[config.mk]
export PLATFORM = sky130hd
export DESIGN_NAME = mac_accum_signed
export DESIGN_NICKNAME = d
export VERILOG_FILES = /design/src/rtl/mac_accum_signed.sv
export SDC_FILE = /design/constraint.sdc
export NUM_CORES = 1
export LEC_CHECK = 0
export ABC_AREA = 1
export BUFFER_PORTS_ARGS = -buffer_cell sky130_fd_sc_hd__buf_2
export CORE_MARGIN = 1
export CORE_UTILIZATION = 59
export CTS_BUF_LIST = sky130_fd_sc_hd__clkbuf_4
export DETAILED_ROUTE_END_ITERATION = 8
export PLACE_DENSITY = 0.82
export SLEW_MARGIN = 20
export SYNTH_ARGS = -nofsm -noshare
export SYNTH_HDL_FRONTEND = slang
export SYNTH_SLANG_ARGS = --single-unit
[constraint.sdc]
create_clock -name clk -period 2.4 [get_ports clk]
set_input_delay 0.48 -clock clk [delete_from_list [all_inputs] [get_ports clk]]
set_output_delay 0.48 -clock clk [all_outputs]
set_load 0.05 [all_outputs]
[src/rtl/mac_accum_signed.sv]
// mac_accum_signed: accumulates COUNT signed products into one ACC_W-bit
// frame sum and presents it on a valid/ready output port.
// Optional build macro: MAC_ACCUM_SATURATE_EN -- when defined, the running
// sum clamps at the signed ACC_W limits instead of wrapping. Overflow is
// reported per frame in both builds.
module mac_accum_signed #(
  parameter int PROD_W = 16,
  parameter int ACC_W  = 20,
  parameter int COUNT  = 64
) (
  input  logic                     clk,
  input  logic                     rst_n,
  input  logic                     clear,
  input  logic                     in_valid,
  output logic                     in_ready,
  input  logic [PROD_W-1:0]        product,
  output logic                     out_valid,
  input  logic                     out_ready,
  output logic [ACC_W-1:0]         acc_out,
  output logic                     overflow,
  output logic [$clog2(COUNT)-1:0] beat_cnt
);

  localparam int CNT_W = $clog2(COUNT);
  localparam logic [CNT_W-1:0] LAST_BEAT = CNT_W'(COUNT - 1);

  typedef enum logic [0:0] {
    ST_ACCUM = 1'b0,
    ST_HOLD  = 1'b1
  } state_t;

`ifdef MAC_ACCUM_SATURATE_EN
  localparam logic [ACC_W-1:0] ACC_MAX = {1'b0, {(ACC_W-1){1'b1}}};
  localparam logic [ACC_W-1:0] ACC_MIN = {1'b1, {(ACC_W-1){1'b0}}};

  // Clamp an ACC_W+1-bit sum to the signed ACC_W range; the top bit gives
  // the true sign, so it selects which limit an out-of-range sum hits.
  function automatic logic [ACC_W-1:0] sat_sum(input logic [ACC_W:0] sum);
    logic [ACC_W-1:0] res;
    if (sum[ACC_W] ^ sum[ACC_W-1]) begin
      res = sum[ACC_W] ? ACC_MIN : ACC_MAX;
    end else begin
      res = sum[ACC_W-1:0];
    end
    return res;
  endfunction
`endif

  state_t           state_q, state_d;
  logic [ACC_W-1:0] acc_q, acc_d;
  logic [CNT_W-1:0] beat_cnt_q, beat_cnt_d;
  logic             frame_ovf_q, frame_ovf_d;
  logic             out_valid_q, out_valid_d;
  logic [ACC_W-1:0] acc_out_q, acc_out_d;
  logic             overflow_q, overflow_d;

  logic [ACC_W:0]   sum_s;
  logic             sum_ovf_s;
  logic [ACC_W-1:0] acc_next_s;

  // Extend both operands by one bit so the true sum is always representable.
  assign sum_s     = {acc_q[ACC_W-1], acc_q}
                   + {{(ACC_W+1-PROD_W){product[PROD_W-1]}}, product};
  assign sum_ovf_s = sum_s[ACC_W] ^ sum_s[ACC_W-1];

  // Choose the stored accumulator value: clamped or two's-complement wrap.
  always_comb begin
`ifdef MAC_ACCUM_SATURATE_EN
    acc_next_s = sat_sum(sum_s);
`else
    acc_next_s = sum_s[ACC_W-1:0];
`endif
  end

  // Only accept products while collecting, and never in a clear cycle.
  assign in_ready = (state_q == ST_ACCUM) && !clear;

  // Next-state and datapath update for the collect / hold cycle.
  always_comb begin
    state_d     = state_q;
    acc_d       = acc_q;
    beat_cnt_d  = beat_cnt_q;
    frame_ovf_d = frame_ovf_q;
    out_valid_d = out_valid_q;
    acc_out_d   = acc_out_q;
    overflow_d  = overflow_q;
    case (state_q)
      ST_ACCUM: begin
        if (clear) begin
          acc_d       = {ACC_W{1'b0}};
          beat_cnt_d  = {CNT_W{1'b0}};
          frame_ovf_d = 1'b0;
        end else if (in_valid) begin
          if (beat_cnt_q == LAST_BEAT) begin
            acc_out_d   = acc_next_s;
            overflow_d  = frame_ovf_q | sum_ovf_s;
            out_valid_d = 1'b1;
            acc_d       = {ACC_W{1'b0}};
            beat_cnt_d  = {CNT_W{1'b0}};
            frame_ovf_d = 1'b0;
            state_d     = ST_HOLD;
          end else begin
            acc_d       = acc_next_s;
            beat_cnt_d  = beat_cnt_q + CNT_W'(1);
            frame_ovf_d = frame_ovf_q | sum_ovf_s;
          end
        end else begin
          state_d = ST_ACCUM;
        end
      end
      ST_HOLD: begin
        // clear is deliberately ignored here so the pending result survives.
        if (out_valid_q && out_ready) begin
          out_valid_d = 1'b0;
          state_d     = ST_ACCUM;
        end else begin
          state_d = ST_HOLD;
        end
      end
      default: begin
        state_d     = ST_ACCUM;
        out_valid_d = 1'b0;
      end
    endcase
  end

  // State and datapath registers; reset discards any partial frame.
  always_ff @(posedge clk or negedge rst_n) begin
    if (!rst_n) begin
      state_q     <= ST_ACCUM;
      acc_q       <= {ACC_W{1'b0}};
      beat_cnt_q  <= {CNT_W{1'b0}};
      frame_ovf_q <= 1'b0;
      out_valid_q <= 1'b0;
      acc_out_q   <= {ACC_W{1'b0}};
      overflow_q  <= 1'b0;
    end else begin
      state_q     <= state_d;
      acc_q       <= acc_d;
      beat_cnt_q  <= beat_cnt_d;
      frame_ovf_q <= frame_ovf_d;
      out_valid_q <= out_valid_d;
      acc_out_q   <= acc_out_d;
      overflow_q  <= overflow_d;
    end
  end

  assign out_valid = out_valid_q;
  assign acc_out   = acc_out_q;
  assign overflow  = overflow_q;
  assign beat_cnt  = beat_cnt_q;

endmodule

==> flow_summary_export.csv <==
group,metric,value,unit
status,status,"finished, final reports clean",
layout,multi_input_area,0.001827,sq mm
clocking,clkLatencyLatePin,0.36,ns
worst_setup_path,crit_required,2.72,ns
logic_synthesis,synthArstFlopShare,100.0,%
pwr,vdd_ir_drop_max,0.4788,mV
logic_synthesis,yosys.area.top_type_share,37.59,%
sta,maxSlewViolCount,0,
sta,hold_viol_final,0,
logic_synthesis,synth_seq_cells,50,
route,vias,2932,
logic_synthesis,synth_edf_count,0,
logic_synthesis,synth_cell_type_count,36,
route,dr_wl_met2,3.309,mm
placement,place_inst,555,
layout,regArea,0.001251,sq mm
logic_synthesis,syn_inst,439,
placement,dpl.hpwl,5.713,mm
floorplan,die_area,0.005945,sq mm
sta,skew,0.01652,ns
route,drc_errors,0,
logic_synthesis,yosys_most_used_dff,"dfrtp_1",
grt,antenna_found_initial,0,
floorplan,pin_count,50,
hold_path,hp-class,"primary input to async pin",
logic_synthesis,synth_fp_nets,482,
grt,grt_usage,27.33,%
layout,final_common_cell,"nand2_1",
logic_synthesis,synth.area.top_cells,"dfrtp_1 38%, nand2_1 17%, ha_1 7.9%",
worst_setup_path,worst-setup-path-type,"flop to flop",
grt,grt_pass1_wl,12.97,mm
logic_synthesis,seq_area_frac_synth,37.59,%
clocking,clkSlewWorstSetupHoldPaths,0.14,ns
job,drv_cap,0,
layout,layout_common_cells,"155 x nand2_1, 50 x dfrtp_1, 49 x buf_2, 39 x inv_1, 28 x nor2_1",
route,wl_met1,3.637,mm
sta,fmax,0.4755,GHz
placement,port_buffers,49,
clocking,postCtsHoldBufs,0,
worst_setup_path,critPathCaptureType,"flop",
logic_synthesis,yosys_warnings,0,
clocking,tritoncts,"yes",
grt,grt_overflow_total,0,
clocking,cts.repair.resized,0,
sta,min_period,2.103,ns
floorplan,core,0.005270,sq mm
grt,grt_pass1_vias,2800,
clocking,clock_path_buffers,2,
sta,worstMarginPinSlew,0.6162,ns
layout,fin_cells,562,
worst_setup_path,startpoint_type,"flop",
clocking,clkSinkCount,50,
pwr,power.density,676.1,mW/mm^2
route,post_drt_via_cell_ratio,5.217,
logic_synthesis,synth_area,0.003328,sq mm
clocking,numCtsBuffers,5,
worst_setup_path,crit_path_max_fanout,5,
clocking,root_buffer,"clkbuf_4",
sta,post-route-period-util,87.62,%
clocking,postCtsSetupBuffers,0,
route,drt_iter0_drc,150,
placement,place_congestion,0.9295,
logic_synthesis,syn_avg_cell_area,7.581,sq um
route,wl_met3,319,microns
pwr,cellLeakagePower,2.044,nW
sta,setup-tns-final,0,ns
grt,grt_max_degree,51,
worst_setup_path,critPathArrivalTime,2.42,ns
route,postRouteAntennaNets,0,
sta,rsz0062_at_grt,"no",
layout,layout.nets,535,
layout,syn_to_final_growth,10.23,%
sta,relSlewSlack,58.92,%
route,drt-total-wl,7.358,mm
route,top_layer,"met4",
route,detail_route.wl_per_cell,13.09,microns
floorplan,die_x,77.11,microns
floorplan,rows,26,
clocking,cts-htree-levels,2,
layout,diodes,0,
layout,drive_gt1_share,19.92,%
logic_synthesis,yosysTopAreaCell,"dfrtp_1",
route,firstDrtPassIters,4,
sta,setup_violations,0,
floorplan,die_y,77.11,microns
floorplan,start_util,63.15,%
layout,n_fill_cell,473,
==> cell type report <==
| type | instances | share of cell area (%) |
|---|---|---|
| clock buffer | 5 | 1.023 |
| tap | 70 | 2.387 |
| inverter | 46 | 4.707 |
| sequential | 50 | 34.11 |
| clock inverter | 2 | 0.2729 |
| timing repair buffer | 54 | 7.708 |
| multi-input combinational | 335 | 49.80 |
==> per-layer routing <==
layer | GRT usage (%) | vias to the layer above
met2 | 43.84 | 74
met4 | 6.792 | 0
met3 | 3.333 | 6
li1 | - | 1509
met1 | 39.21 | 1343
met5 | 0 | -
==> worst max-delay path, cell delays in order, from the launching register on <==
cell	delay [ns]
dfrtp_1	0.38
ha_1	0.23
inv_1	0.07
fa_1	0.40
inv_1	0.10
nand3_2	0.07
nand2_2	0.14
inv_2	0.06
o21ai_4	0.17
nand2_2	0.07
nand2_2	0.08
xor2_2	0.15
nand2_1	0.07
nand2_1	0.06
==> cell usage after synthesis (all sizes together) (3+ instances only) <==
library cell,instances
nand2,164
dfrtp,50
inv,46
nor2,36
o21ai,29
a21oi,23
nand3,23
ha,21
nand3b,9
xor2,7
xnor2,5
buf,4
clkbuf,4
nand4,4
o21bai,4
nor3,3
==> worst paths after layout <==
kind                                     to  cells after the start  slack (ns)     start
worst max-delay path            acc_out[10]                     13        0.30  acc_q[0]
worst min-delay path            acc_out[10]                      2        0.19     rst_n
min in group clk                beat_cnt[4]                      2        0.33     clear
max in group asynchronous          acc_q[5]                      2        1.79     rst_n
worst min register to register     overflow                      2        0.49  overflow
worst max register to register  acc_out[10]                     13        0.30  acc_q[0]
==> power by group <==
group	total, mW	leakage, nW	switching [mW]	internal (mW)
sequential	1.00	0.670	0.0628	0.940
combinational	1.11	1.34	0.749	0.363
clock	0.365	0.0308	0.259	0.106
==> cell families (layout without fill, tap and decap cells) <==
group | Yosys count | count (layout) | share of synthesized area (%)
AND/OR/NAND/NOR | 241 | 241 | 32.41
AO/OA/AOI/OAI | 60 | 60 | 10.38
buffers and inverters | 54 | 107 | 7.519
flip-flops | 50 | 50 | 37.59
adder cells (fa/ha/maj) | 22 | 22 | 8.496
XOR/XNOR | 12 | 12 | 3.609
==> through the flow <==
step                instance area, sq um  util [%]  setup slack [ns]  power, mW  hold slack (ns)
finish                              3669     69.61            0.2971      2.480           0.1939
CTS                                 3669     69.61            0.3021      2.485           0.2256
floorplan                           3328         -            0.3347      1.865           0.1844
detailed placement                  3621     68.71            0.1175      2.122           0.4612
global placement                    3621     68.71            0.1848      2.102           0.4558
global route                        3669     69.61            0.1109      2.666           0.2526
==> registers in the layout (all words and copies together), names as in the netlist <==
register,cells
frame_ovf_q,1
overflow,1
acc_out,20
acc_q,20
beat_cnt,6
state_q,1
out_valid,1
No activity file was read; power rests on OpenSTA's default activity.
